--- src/rtl/tmr_cfg_scrubber_if.sv ---
// Configuration write handshake: request held until a one-cycle acknowledge.
interface tmr_cfg_scrubber_if #(
    parameter int WIDTH = 6
);
    logic             wr_en;
    logic [WIDTH-1:0] wr_data;
    logic             wr_ack;

    modport master (
        output wr_en,
        output wr_data,
        input  wr_ack
    );

    modport slave (
        input  wr_en,
        input  wr_data,
        output wr_ack
    );
endinterface

--- src/rtl/tmr_cfg_scrubber.sv ---
// Triple-redundant config field with periodic majority scrub; TMR_SEU_INJECT_EN builds the SEU injection path.
// Write ack one cycle after acceptance; a held wr_en stalls up to 2 cycles while a scrub is in progress.
module tmr_cfg_scrubber #(
    parameter int               WIDTH        = 6,
    parameter int               SCRUB_PERIOD = 16,
    parameter int               ERRCNT_W     = 8,
    parameter logic [WIDTH-1:0] RESET_VAL    = '0
) (
    input  logic                clk,
    input  logic                rstn,
    tmr_cfg_scrubber_if.slave   wr,
    input  logic                err_clr,
    input  logic                inj_en,
    input  logic [1:0]          inj_copy,
    input  logic [WIDTH-1:0]    inj_mask,
    output logic [WIDTH-1:0]    cfg_q,
    output logic                scrub_busy,
    output logic                seu_flag,
    output logic [2:0]          mism_copy,
    output logic [ERRCNT_W-1:0] err_cnt
);
    localparam int              TMR_W    = $clog2(SCRUB_PERIOD);
    localparam logic [TMR_W-1:0] TMR_LAST = TMR_W'(SCRUB_PERIOD - 1);

    typedef enum logic [1:0] {
        IDLE,
        CHECK,
        REPAIR
    } state_t;

    state_t           state;
    logic [TMR_W-1:0] timer;
    logic [WIDTH-1:0] c0, c1, c2;
    logic [WIDTH-1:0] c0_nxt, c1_nxt, c2_nxt;
    logic [2:0]       mism;
    logic             accept;

    assign cfg_q  = (c0 & c1) | (c0 & c2) | (c1 & c2);
    assign mism   = {c2 != cfg_q, c1 != cfg_q, c0 != cfg_q};
    assign accept = (state == IDLE) && wr.wr_en && !wr.wr_ack;

    // Copy values when neither a write nor a repair owns the registers.
`ifdef TMR_SEU_INJECT_EN
    always_comb begin
        c0_nxt = c0;
        c1_nxt = c1;
        c2_nxt = c2;
        if (inj_en) begin
            case (inj_copy)
                2'd0:    c0_nxt = c0 ^ inj_mask;
                2'd1:    c1_nxt = c1 ^ inj_mask;
                2'd2:    c2_nxt = c2 ^ inj_mask;
                default: ;
            endcase
        end
    end
`else
    logic unused_inj;
    assign unused_inj = ^{inj_en, inj_copy, inj_mask};
    assign c0_nxt = c0;
    assign c1_nxt = c1;
    assign c2_nxt = c2;
`endif

    always_ff @(posedge clk) begin
        if (!rstn) begin
            state      <= IDLE;
            timer      <= '0;
            c0         <= RESET_VAL;
            c1         <= RESET_VAL;
            c2         <= RESET_VAL;
            wr.wr_ack  <= 1'b0;
            seu_flag   <= 1'b0;
            scrub_busy <= 1'b0;
            mism_copy  <= '0;
            err_cnt    <= '0;
        end else begin
            wr.wr_ack <= 1'b0;
            seu_flag  <= 1'b0;
            case (state)
                IDLE: begin
                    if (accept) begin
                        c0        <= wr.wr_data;
                        c1        <= wr.wr_data;
                        c2        <= wr.wr_data;
                        wr.wr_ack <= 1'b1;
                        timer     <= '0;
                    end else begin
                        c0 <= c0_nxt;
                        c1 <= c1_nxt;
                        c2 <= c2_nxt;
                        if (timer == TMR_LAST) begin
                            state      <= CHECK;
                            scrub_busy <= 1'b1;
                            timer      <= '0;
                        end else begin
                            timer <= timer + 1'b1;
                        end
                    end
                end
                CHECK: begin
                    mism_copy <= mism;
                    c0        <= c0_nxt;
                    c1        <= c1_nxt;
                    c2        <= c2_nxt;
                    if (|mism) begin
                        state <= REPAIR;
                    end else begin
                        state      <= IDLE;
                        scrub_busy <= 1'b0;
                    end
                end
                REPAIR: begin
                    c0         <= cfg_q;
                    c1         <= cfg_q;
                    c2         <= cfg_q;
                    seu_flag   <= 1'b1;
                    state      <= IDLE;
                    scrub_busy <= 1'b0;
                    if (err_cnt != '1) begin
                        err_cnt <= err_cnt + 1'b1;
                    end
                end
                default: begin
                    state      <= IDLE;
                    scrub_busy <= 1'b0;
                end
            endcase
            // A clear overrides any increment scheduled on the same edge.
            if (err_clr) begin
                err_cnt <= '0;
            end
        end
    end
endmodule
--- src/flat_wrapper.sv ---
// flat-port wrapper written by rule: the top's interface ports become plain ports
module tmr_cfg_scrubber_flat 
#(
    parameter int               WIDTH        = 6,
    parameter int               SCRUB_PERIOD = 16,
    parameter int               ERRCNT_W     = 8,
    parameter logic [WIDTH-1:0] RESET_VAL    = '0
)
  (clk, rstn, err_clr, inj_en, inj_copy, inj_mask, cfg_q, scrub_busy, seu_flag, mism_copy, err_cnt, wr_wr_en, wr_wr_data, wr_wr_ack);
  tmr_cfg_scrubber_if #(.WIDTH(WIDTH)) wr_i ();
  input  logic clk;
  input  logic rstn;
  input  logic err_clr;
  input  logic inj_en;
  input  logic [1:0] inj_copy;
  input  logic [WIDTH-1:0] inj_mask;
  output logic [WIDTH-1:0] cfg_q;
  output logic scrub_busy;
  output logic seu_flag;
  output logic [2:0] mism_copy;
  output logic [ERRCNT_W-1:0] err_cnt;
  input wire logic [$bits(wr_i.wr_en)-1:0] wr_wr_en;
  input wire logic [$bits(wr_i.wr_data)-1:0] wr_wr_data;
  output wire logic [$bits(wr_i.wr_ack)-1:0] wr_wr_ack;
  assign wr_i.wr_en = wr_wr_en;
  assign wr_i.wr_data = wr_wr_data;
  assign wr_wr_ack = wr_i.wr_ack;
  tmr_cfg_scrubber #(.WIDTH(WIDTH), .SCRUB_PERIOD(SCRUB_PERIOD), .ERRCNT_W(ERRCNT_W), .RESET_VAL(RESET_VAL)) u_core (.clk(clk), .rstn(rstn), .wr(wr_i), .err_clr(err_clr), .inj_en(inj_en), .inj_copy(inj_copy), .inj_mask(inj_mask), .cfg_q(cfg_q), .scrub_busy(scrub_busy), .seu_flag(seu_flag), .mism_copy(mism_copy), .err_cnt(err_cnt));
endmodule
--- config.mk ---
export PLATFORM = sky130hd
export DESIGN_NAME = tmr_cfg_scrubber_flat
export DESIGN_NICKNAME = d
export VERILOG_FILES = /design/src/rtl/tmr_cfg_scrubber_if.sv /design/src/rtl/tmr_cfg_scrubber.sv /design/src/flat_wrapper.sv
export SDC_FILE = /design/constraint.sdc
export NUM_CORES = 1
export LEC_CHECK = 0
export BUFFER_PORTS_ARGS = -buffer_cell sky130_fd_sc_hd__clkbuf_2
export CAP_MARGIN = 20
export CORE_MARGIN = 2
export CORE_UTILIZATION = 25
export CTS_CLUSTER_SIZE = 10
export DETAILED_ROUTE_END_ITERATION = 16
export PLACE_DENSITY = 0.58
export SETUP_SLACK_MARGIN = 0.4
export SYNTH_ARGS = -nofsm -noshare
export SYNTH_HDL_FRONTEND = slang
export SYNTH_SLANG_ARGS = --single-unit
--- constraint.sdc ---
create_clock -name clk -period 1.09 [get_ports clk]
set_input_delay 0.0545 -clock clk [delete_from_list [all_inputs] [get_ports clk]]
set_output_delay 0.0545 -clock clk [all_outputs]
set_load 0.05 [all_outputs]
==> results of run 1 <==
==> area by class of cell <==
type | instances | area, sq um
tap | 28 | 35.0
clock buffer | 3 | 22.5
timing repair buffer | 26 | 273
fill | 227 | 1320
multi-input combinational | 45 | 348
sequential | 12 | 258
==> worst min-delay path, stage by stage <==
cell and delay [ns]:
sky130_fd_sc_hd__clkbuf_2 0.07, sky130_fd_sc_hd__mux2i_1 0.05, sky130_fd_sc_hd__nor2b_1 0.09
==> kinds of logic after synthesis <==
group / Yosys count
and+or+nand+nor: 19
muxes: 7
AOI/OAI and AO/OA: 6
buffers and inverters: 15
DFF: 12
adders and majority gates: 1
other: 1
==> Yosys cell counts, types with 2 or more instances <==
library cell / n
sky130_fd_sc_hd__buf_4: 13
sky130_fd_sc_hd__dfxtp_1: 12
sky130_fd_sc_hd__nor2b_1: 9
sky130_fd_sc_hd__mux2i_1: 7
sky130_fd_sc_hd__nand3_1: 2
==> power groups by stage <==
stage          combinational [W]  sequential [W]  clock [W]
2_1_floorplan           0.000185        0.000535          0
3_3_place_gp            0.000257        0.000478          0
3_5_place_dp            0.000261        0.000478          0
4_1_cts                 0.000311        0.000476   0.000277
5_1_grt                 0.000343        0.000484   0.000300
6_report                0.000325        0.000481   0.000264
==> metal layers <==
| metal | share of wire (%) | GRT usage, % | wire length [um] |
|---|---|---|---|
| met1 | 40 | 12.9 | 573 |
| met2 | 50 | 18.7 | 724 |
| met3 | 6.7 | 4.24 | 97 |
| met4 | 2.9 | 5.13 | 42 |
| met5 | 0 | 0 | 0 |
==> worst max-delay path by stage <==
stage                           from              end  slack (ns)  depth (start not counted)
finish               u_core.timer[1]  u_core.timer[2]        -0.1                          3
CTS                 u_core.wr.wr_ack     u_core.c1[5]       -0.11                          5
detailed placement   u_core.timer[0]  u_core.timer[3]       -0.18                          4
floorplan           u_core.wr.wr_ack     u_core.c1[0]       -0.11                          5
global placement     u_core.timer[0]  u_core.timer[3]        -0.1                          4
global route        u_core.wr.wr_ack     u_core.c1[0]       -0.16                          5
==> registers in the layout (all words and copies together), names as in the netlist <==
| register | count |
|---|---|
| u_core.state | 1 |
| u_core.wr.wr_ack | 1 |
| u_core.c1 | 6 |
| u_core.timer | 4 |
==> repair_timing <==
item                       in CTS  in global routing
hold endpoints to repair        0                  0
pin swaps                       6                  3
buffers inserted                5                  1
setup endpoints to repair      20                 20
gates resized for setup        32                 13
==> per-stage QoR <==
stage	cells	hold slack (ns)	total power [W]	worst slack (ns)	setup TNS, ns
after CTS	113	0.0346	0.00106	-0.109	-0.719
after global routing	114	0.0614	0.00113	-0.158	-1.19
after floorplan	72	0.195	0.000720	-0.108	-0.828
final	114	0.0410	0.00107	-0.0968	-0.570
after global placement	105	0.312	0.000735	-0.0982	-0.604
after detailed placement	105	0.320	0.000740	-0.185	-1.11
==> results.md, run 1 <==
- The share of total power dissipated in combinational logic is a little under a third.
- The synthesized-area fraction occupied by adder cells is between 2 and 2.5%.
- In this run, the number of DRC markers left after iteration 0 of detailed routing was 13.
- The run finished, with violations left.
- Counting flops with a built-in enable in the synthesized netlist gives 0.
- The dominant cell type by area after synthesis is sky130_fd_sc_hd__dfxtp_1.
- The simple-gate share of the synthesized area is 20.9%.
- With fillers left out, the area of the finished cells amounts to about 940 sq um.
- The number of max-slew violations in the final report was 0.
- The first-pass GRT wire length is around 2200 um.
- The critical path goes through ha_4 > or4b_4 > a21boi_2.
- The fraction of synthesis flops using an asynchronous set or reset pin is 0%.
- The worst setup path is launched from a flip-flop.
- The H-tree depth is 1.
- The die is between 50 and 60 um tall.
- The longest clock path from root to sink contains 2 buffers.
- The logic depth of the worst register-to-register path is 3.
- After detailed routing, the average wire length per cell comes to between 10 and 15 um.
- The CTS tree is built.
- The xor/xnor cell area share of the yosys netlist is 0%.
- The insertion delay to the later sink of the worst-skew pair is between 0.2 and 0.3 ns.
- The final number of hold-violating endpoints is 0.
- In this design, the largest share of critical-path delay is due to simple AND/OR/NAND/NOR gates.
- The number of buffers added by the clock tree synthesis step is 3.
- The peak clock frequency supported by timing is 843 MHz.
- Synthesis produced a netlist whose cell count is 61.
- For the worst setup path, the data required time is approximately 1.3 ns.
- The sequential power share is 45.0%.
- Of all nets on the critical path, the largest fanout is 3.
- After detailed routing, the total wire length is 1440 um.
- For this run, the number of Yosys warnings is 0.
- Sequential cells were found to cover 39.7% of the synthesized design area.
- The count of unique library cells instantiated by Yosys is 23.
- The wire-length estimate of the detail-placed layout is approximately 830 um.
- The first-pass detailed-route iteration total is 4.
- On the worst path, the slowest cell contributes a delay of about 0.48 ns.
- In this run the remaining antenna-violating nets after routing total 0.
- Summed over all layers, the global routing overflow is 0.
- The total area inside the core boundary comes to roughly 2300 sq um.
- The source of the worst hold timing path is wr_wr_data[2].
- The worst hold path terminates at u_core.c1[2].
- The synthesized netlist devotes roughly 6.6% of its cell area to compound gates.
- The placer's final routability congestion estimate is 0.723.
- The register bit count reported by yosys is 12.
- The endpoint identified for the worst register-to-register timing path is u_core.timer[2].
- In the layout the commonest cells are 12 x sky130_fd_sc_hd__conb_1, 8 x sky130_fd_sc_hd__nor2b_1, 8 x sky130_fd_sc_hd__clkbuf_2, 8 x sky130_fd_sc_hd__buf_4, 8 x sky130_fd_sc_hd__dfxtp_2.
- The most common library cell in the layout ignoring fill and taps is sky130_fd_sc_hd__conb_1.
- The analysis attributes to net switching a power of about 0.00036 W.
- The number of sinks driven by the clock tree is 12.
- The horizontal extent of the die is 53.2 um.
- The clock network fraction of design power is about a quarter.
- The standard cell area after detailed placement is 688 sq um.
- At the end of the flow, the number of nets in the layout was approximately 110.
- The top-level I/O count is 39.
- The class of the tightest hold or removal check is input port to flip-flop.
- The fraction of layout instances using a drive strength above 1 is a little over half.
- 0 antenna diodes ended up in the layout.
- Across the routed clock network, the largest skew measured is between 0.0009 and 0.001 ns.
- The slowest stage of the critical path is the sky130_fd_sc_hd__or4b_4 cell.
- The final setup violation count is 9.
- After clock tree synthesis, the clock-pin slew on the worst setup and hold paths is ~0.070 ns.
- The portion of synthesized area spent on multiplexers is a little under an eighth.
- In this run the static leakage power is ~0.41 nW.
- The average cell area after synthesis is roughly 9.9 sq um.
- The number of max-capacitance violations reported is 0.
- Buffers placed on the I/O ports in this run total 16.
- The post-synthesis instance area is about 600 sq um.
- The most common flop cell mapped by yosys is sky130_fd_sc_hd__dfxtp_1.
- The initialized floorplan defines 17 standard-cell rows.
- After detailed routing, the number of remaining DRC violations is 0.
- The slack of the critical path is -0.0968 ns.
- The largest family of logic cells by synthesized area is simple AND/OR/NAND/NOR gates.
- After synthesis, the largest area contributor takes up roughly 40% of total cell area.
- The number of instances on the worst hold path is 3.
- In this run the power density over the cells is about 1100 nW/um^2.
- The sort of element at the end of the critical path is a flip-flop.
- Data arrives at the worst endpoint at about 1.4 ns.
- The start of the worst register-to-register path is u_core.timer[1].
- The cell at the root of the clock tree is sky130_fd_sc_hd__clkbuf_4.
- The largest net degree at the start of global routing is 13.
- In this run switching power makes up around a third of total power.
- The area growth from synthesis to layout is 54.5%.
- The share of the clock period used by the worst path is 109%.
- The die area is about 2800 sq um.
- The maximum vdd drop is ~0.6 mV.
- For this design, the CTS-stage hold fixing added 0 buffers.
- By startpoint and endpoint, the worst setup path is classified as flip-flop to flip-flop.
- The detailed router placed 484 vias in this run.
- The number of antenna violations at the first check in global routing is 0.
- The worst-case register-to-register setup slack is -0.1 ns.
- The starting density of the core is a little over a quarter.
- The clock period minus worst slack is ~1.2 ns.
- Ranked by total cell area, the synthesized netlist is headed by sky130_fd_sc_hd__dfxtp_1 40%, sky130_fd_sc_hd__buf_4 16%, sky130_fd_sc_hd__mux2i_1 12%.
- Cell internal power was estimated by the tool at 0.000711 W.
- The final standard cell utilization of the core is 41.5%.
- Dividing the detail-routed via count by the number of cells gives 4.25.
- Global routing used around 11% of the available tracks.
- The final reports fail on setup timing.
- The via count of the first global-routing pass is between 400 and 500.
- Setup repair after global routing could not meet its margin everywhere.
- The buffers plus inverters on the worst setup path is 0.
Note: power is estimated with default switching activity, not from simulation.
==> inputs of run 2 (changes only) <==
--- a/config.mk
+++ b/config.mk
@@ -11,7 +11,7 @@
 export CORE_UTILIZATION = 25
 export CTS_CLUSTER_SIZE = 10
 export DETAILED_ROUTE_END_ITERATION = 16
-export PLACE_DENSITY = 0.58
+export PLACE_DENSITY = 0.56
 export SETUP_SLACK_MARGIN = 0.4
 export SYNTH_ARGS = -nofsm -noshare
 export SYNTH_HDL_FRONTEND = slang
==> constraint.sdc (replaced) <==
create_clock -name clk -period 1.5 [get_ports clk]
set_input_delay 0.075 -clock clk [delete_from_list [all_inputs] [get_ports clk]]
set_output_delay 0.075 -clock clk [all_outputs]
set_load 0.05 [all_outputs]
==> run 2 against run 1 <==
Compared with the run above:
- highest routed layer unchanged
- die area stayed put
- setup slack better by 0.40 ns
- sequential power is 29% lower
- via count is 10% lower
- the flow now finishes without violations
==> results.md, run 2 (same netlist as run 1, synthesis figures left out) <==
- The flow ran to the end, and the final reports show no timing, DRC or antenna violations.
- The fraction of layout instances using a drive strength above 1 is 37.5%.
- 0 antenna diodes ended up in the layout.
- The largest net degree at the start of global routing is 13.
- The total global routing overflow is 0.
- The remaining antenna violation count after routing is 0.
- The highest net fanout along the worst path is 4.
- The path type of the worst setup path is flip-flop to flip-flop.
- The CTS tree is built.
- The largest registers in the layout are u_core.c1 (6), u_core.timer (4).
- The placer's final routability congestion estimate is between 0.7 and 0.8.
- The final instance area is 743 sq um.
- The via count of the first global-routing pass is 340.
- The number of antenna violations at the first check in global routing is 0.
- The die is around 53 um tall.
- The largest register by flop count is u_core.c1.
- The final number of hold-violating endpoints is 0.
- The number of hold buffers added after CTS is 0.
- The total number of placement rows is 17.
- For the worst setup path, the data required time is 1.71 ns.
- Using the TritonRoute via totals, the vias-per-cell ratio works out to between 4 and 5.
- The buffers plus inverters on the worst setup path is 1.
- STA classifies the critical path startpoint as a flip-flop.
- The die area is 2830 sq um.
- For this run, the slowest stage of the critical path takes between 0.4 and 0.5 ns.
- Traced cell by cell, the critical path runs through nor2b_4 > buf_6 > or4b_1 > a21boi_1.
- The most common library cell in the layout ignoring fill and taps is sky130_fd_sc_hd__clkbuf_2.
- The first-pass GRT wire length is 1480 um.
- The number of port buffers is 16.
- The clock input transition at the sequential cells of the worst setup and hold paths is approximately 0.080 ns.
- The initial utilization of the core area, before any placement, comes to a little over a quarter.
- From left edge to right edge, the die measures approximately 53 um.
- The per-cell routed wire length is 9.90 um.
- The class of the tightest hold or removal check is input port to flip-flop.
- The post-layout total power is just under 0.0008 W.
- CTS built an H-tree with a depth of 1.
- The tree is rooted in a sky130_fd_sc_hd__clkbuf_4.
- The first-pass detailed-route iteration total is 4.
- For this design the ratio of total power to cell area is 1060 nW/um^2.
- The DRC marker count from the first detailed-route iteration is 8.
- The routed layout has 435 vias.
- The number of max-slew violations in the final report is 0.
- The worst-case IR drop observed on VDD is 0.516 mV.
- The floorplan step defined a core boundary enclosing 2250 sq um.
- The sequential cells in the finished layout cover a total of around 250 sq um.
- Compared with the post-synthesis result, the final layout area differs by 22.7%.
- The largest individual stage delay along the critical path comes from the cell sky130_fd_sc_hd__or4b_1.
- Setup repair after global routing could not meet its margin everywhere.
- The worst endpoint data arrival time is around 1.4 ns.
- Summed over all failing endpoints, the final setup total negative slack is 0 ns.
- The placed instances occupy a cell area of 664 sq um.
- For this design the static power due to leakage is 0.331 nW.
- The final setup violation count is 0.
- At the end of the flow, the number of nets in the layout was a little over 100.
- No sink is reached through more buffers than the 2 on the longest clock path.
- The register with the most flip-flops in the layout has 6 of them.
- The peak clock frequency supported by timing is roughly 830 MHz.
- The area used by multi-input combinational logic is between 300 and 400 sq um.
- The top cell types in the final layout, fill and taps aside, are 16 x sky130_fd_sc_hd__clkbuf_2, 12 x sky130_fd_sc_hd__conb_1, 9 x sky130_fd_sc_hd__nor2b_1, 8 x sky130_fd_sc_hd__dfxtp_1, 7 x sky130_fd_sc_hd__mux2i_1.
- The number of filler cells placed in the layout is 244.
- The routed wire length is between 1000 and 1500 um.
- The aggregate global-route resource usage is under 10%.
- The DRC violation count after routing is 0.
- The top-level I/O count is 39.
- Grouping stages by cell kind, the critical path spends the most delay in simple AND/OR/NAND/NOR gates.
- Counting the buffers created by CTS gives 3.
- The worst setup path is captured at a flip-flop.
- The number of sinks driven by the clock tree is 12.
- The share of the clock period used by the worst path is 79.9%.
- The final worst clock skew is roughly 0.008 ns.
- The insertion delay to the later sink of the worst-skew pair is ~0.27 ns.
- The clock period could shrink to around 1.2 ns.
- Max-cap violations in this run came to 0.
run 2: path summary, 6_finish.rpt:
path	from	endpoint	slack, ns	cells after the start
worst max-delay path	u_core.wr.wr_ack	u_core.timer[2]	0.30	4
worst min-delay path	wr_wr_data[4]	u_core.c1[4]	0.05	3
worst max register to register	u_core.wr.wr_ack	u_core.timer[2]	0.30	4
worst min register to register	u_core.state[0]	u_core.state[0]	0.51	1
run 2: metal layers:
layer | wire length (um) | track usage (%) | up-vias
met2 | 464 | 12.1 | 24
li1 | - | - | 221
met3 | 114 | 5.37 | 2
met1 | 478 | 8.42 | 188
met4 | 11 | 3.85 | 0
met5 | 0 | 0 | -
run 2: worst min-delay path, cell delays in order:
cell,delay (ns)
sky130_fd_sc_hd__clkbuf_2,0.07
sky130_fd_sc_hd__mux2i_1,0.05
sky130_fd_sc_hd__nor2b_1,0.09
run 2: layout make-up:
cell class                 instances  area share (%)
sequential                        12            34.0
multi-input combinational         45            42.1
tap                               28            4.71
timing repair buffer              19            14.3
clock buffer                       4            4.88
run 2: report_power, final:
part / switching [W] / total [W] / leakage (nW) / internal (W)
combinational: 0.000138 / 0.000188 / 0.210 / 0.0000501
clock: 0.000106 / 0.000254 / 0.0210 / 0.000148
sequential: 0.0000113 / 0.000343 / 0.101 / 0.000331
total: 0.000256 / 0.000785 / 0.331 / 0.000529
run 2: repair_timing:
| item | CTS | global route |
|---|---|---|
| gates resized for setup | 7 | 1 |
| pin swaps | 1 | 2 |
| setup buffers | 2 | 0 |
| setup endpoints to repair | 9 | 10 |
run 2: through the flow:
step | util (%) | setup WS, ns | cells | hold WS, ns
after floorplan | - | 0.302 | 72 | 0.215
after global placement | 29.5 | 0.239 | 102 | 0.335
after detailed placement | 29.5 | 0.207 | 102 | 0.344
after CTS | 32.9 | 0.348 | 108 | 0.0394
after global routing | 33.0 | 0.257 | 108 | 0.0625
final | 33.0 | 0.301 | 108 | 0.0523
==> inputs of run 3 (changes only) <==
==> constraint.sdc (replaced) <==
create_clock -name clk -period 1.2 [get_ports clk]
set_input_delay 0.06 -clock clk [delete_from_list [all_inputs] [get_ports clk]]
set_output_delay 0.06 -clock clk [all_outputs]
set_load 0.05 [all_outputs]
==> run 3 against run 2 <==
Compared with the run above:
- first-iteration DRC count decreased by 100%
- highest routed layer unchanged
- final cell count increased by 6.5%
- clock skew increased by 0.0016 ns
- core utilization increased by 7.6 points
- critical path type unchanged
- worst hold slack got worse by 0.015 ns
- setup slack got worse by 0.29 ns
- via count increased by 5.3%
- largest power group unchanged
- routed wire length increased by 11%
- count of clock-buffer cells in the layout decreased by 1
- global-route usage increased by 1.6 points
==> results.md, run 3 (same netlist as run 1, synthesis figures left out) <==
- CTS built an H-tree with a depth of 1.
- The remaining antenna violation count after routing is 0.
- The required time of the worst setup path is roughly 1.4 ns.
- STA puts the critical path data arrival time at ~1.4 ns.
- Dividing total power by cell area gives a power density of approximately 1100 nW/um^2.
- The routed via count is 458.
- The first global-routing pass estimated roughly 1900 um of wire.
- The DRC violation count after routing is 0.
- The net switching share of the total power is 34.1%.
- The number of max-slew violations in the final report is 0.
- The clock network fraction of design power is roughly a quarter.
- Counting cells, the worst reg-to-reg path comes to 4.
- The area growth from synthesis to layout is 51.0%.
- The die area is 2830 sq um.
- For this run, the total global-route usage over all layers was measured as under 10%.
- TritonCTS built the clock tree.
- Entering global routing, the biggest net connects 13 pins.
- The routed design could run at a clock period as short as about 1.2 ns.
- For this run, the detailed router's first-pass iteration total came to 1.
- The standard cell area after detailed placement is just under 700 sq um.
- The share of the clock period used by the worst path is between 90% and 100%.
- The number of port buffers is 16.
- In this run the worst hold path is classified as input port to flip-flop.
- The number of antenna violations at the first check in global routing came to 0.
- No sink is reached through more buffers than the 2 on the longest clock path.
- Summed over all cells, the static leakage comes to around 0.40 nW.
- The average via count per standard cell is ~4.0.
- The flip-flop count of the largest register, all copies and words added is 6.
- The flow ran to the end, and the final reports show no timing, DRC or antenna violations.
- The relative contribution of combinational cells to total power is between 20% and 30%.
- The path type of the worst setup path is flip-flop to flip-flop.
- The starting density of the core is 26.9%.
- Clock tree synthesis selected as its root buffer the cell sky130_fd_sc_hd__clkbuf_4.
- Clock tree synthesis inserted a total of 3 buffers.
- The total number of placement rows is 17.
- The final worst clock skew is ~0.0095 ns.
- The number of sinks driven by the clock tree is 12.
- u_core.c1 holds more flip-flops than any other register.
- The number of nets in the layout is roughly 110.
- The peak clock frequency supported by timing is between 800 and 900 MHz.
- Internal power comes to around 0.00065 W.
- The per-cell routed wire length is 10.4 um.
- Setup violations remaining at the end of the flow were counted as 0.
- The insertion delay to the later sink of the worst-skew pair is roughly 0.27 ns.
- Setup repair after global routing could not meet its margin everywhere.
- The total global routing overflow is 0.
- Cells with a size suffix above 1 make up approximately half of the layout.
- The region available for standard cell placement spans around 2300 sq um.
- The floorplan step set the die height to roughly 53 um.
- In this run, the number of DRC markers left after iteration 0 of detailed routing was 0.
- The category of the worst setup path launch point is a flip-flop.
- The congestion estimate from routability-driven global placement came to about 0.75.
- The number of antenna diodes is 0.
- The horizontal extent of the die is 53.2 um.
- The final number of hold-violating endpoints was 0.
- The post-layout total power is between 0.0009 and 0.001 W.
- The number of filler cells placed in the layout is about 230.
- In the layout the commonest cells are 12 x sky130_fd_sc_hd__conb_1, 8 x sky130_fd_sc_hd__nor2b_1, 8 x sky130_fd_sc_hd__clkbuf_2, 7 x sky130_fd_sc_hd__mux2i_1, 7 x sky130_fd_sc_hd__buf_4.
- The largest registers in the layout are u_core.c1 (6), u_core.timer (4).
- The worst setup path is captured at a flip-flop.
- In the final timing run, aggregate negative setup slack is 0 ns.
- Along the worst hold path, the cell count comes to 3.
- The routed wire length is around 1200 um.
- The final instance area is about 900 sq um.
- The number of max-capacitance violations reported is 0.
- Leaving out fill and tap cells, the most frequent cell in the layout is sky130_fd_sc_hd__conb_1.
- Along the worst path, the maximum fanout reaches 4.
- The maximum vdd drop is roughly 0.8 mV.
- The top-level I/O count is 39.
- Per report_power, the sequential group accounts for 44.1% of the total.
- The clock input transition at the sequential cells of the worst setup and hold paths is about 0.08 ns.
- The via count of the first global-routing pass came to 410.
- The switching power is 0.000336 W.
- Hold timing on the final database bottoms out at a slack of about 0.038 ns.
- The post-DP HPWL is between 700 and 800 um.
- Hold repair after CTS inserted 0 buffers.
==> run 3: changes by cell type in the layout (fill, tap and decap cells not counted), moves of 2 or more <==
cell / before / now
sky130_fd_sc_hd__buf_4: 2 / 7
sky130_fd_sc_hd__buf_6: 1 / 3
sky130_fd_sc_hd__buf_8: 0 / 5
sky130_fd_sc_hd__clkbuf_2: 16 / 8
sky130_fd_sc_hd__dfxtp_1: 8 / 4
sky130_fd_sc_hd__dfxtp_2: 1 / 6
==> run 3: through the flow <==
| step | instances | setup slack (ns) | util [%] |
|---|---|---|---|
| after detailed placement | 106 | -0.0253 | 30.9 |
| after floorplan | 72 | 0.00248 | - |
| after CTS | 113 | 0.0226 | 37.4 |
| after global routing | 115 | -0.0257 | 40.6 |
| final | 115 | 0.00837 | 40.6 |
| after global placement | 106 | -0.0298 | 30.9 |
==> run 3: power groups by stage <==
stage | combinational [W] | sequential [W] | clock [W]
after floorplan | 0.000168 | 0.000486 | 0
after global placement | 0.000234 | 0.000434 | 0
after detailed placement | 0.000236 | 0.000435 | 0
after CTS | 0.000272 | 0.000430 | 0.000267
after global routing | 0.000315 | 0.000438 | 0.000290
final | 0.000295 | 0.000435 | 0.000257
==> run 3: area by class of cell <==
type	instances	area, sq um	area share (%)
Clock buffer	3	22.5	2.46
Timing Repair Buffer	26	248	27.1
Sequential cell	12	255	27.9
Clock inverter	1	3.75	0.410
Tap cell	28	35.0	3.83
Multi-Input combinational cell	45	350	38.3
==> run 3: what timing repair did <==
item	4_1_cts	5_1_grt
gates resized for setup	25	14
buffers inserted	3	2
pin swaps	2	5
endpoints found under the setup margin	20	20
==> run 3: critical path, cell delays in order, from the launching register on <==
cell and delay, ns:
sky130_fd_sc_hd__dfxtp_4 0.36, sky130_fd_sc_hd__nor2b_4 0.04, sky130_fd_sc_hd__buf_6 0.12, sky130_fd_sc_hd__or4b_1 0.47
sky130_fd_sc_hd__a21boi_1 0.14
==> run 3: final timing paths <==
path / from / endpoint / slack [ns]
hold reg to reg: u_core.state[0] / u_core.state[0] / 0.51
setup / recovery: u_core.wr.wr_ack / u_core.timer[2] / 0.008
setup reg to reg: u_core.wr.wr_ack / u_core.timer[2] / 0.008
hold / removal: wr_wr_data[2] / u_core.c1[2] / 0.04
==> run 3: routing by layer <==
metal  vias to the layer above  GRT usage [%]  part of all wire [%]  wire length (um)
li1                        233              -                     -                 -
met1                       205           11.8                    43               509
met2                        18           12.1                    47               557
met3                         2           6.21                   9.0               107
met4                         0           5.56                   1.4                17
met5                         -              0                     0                 0
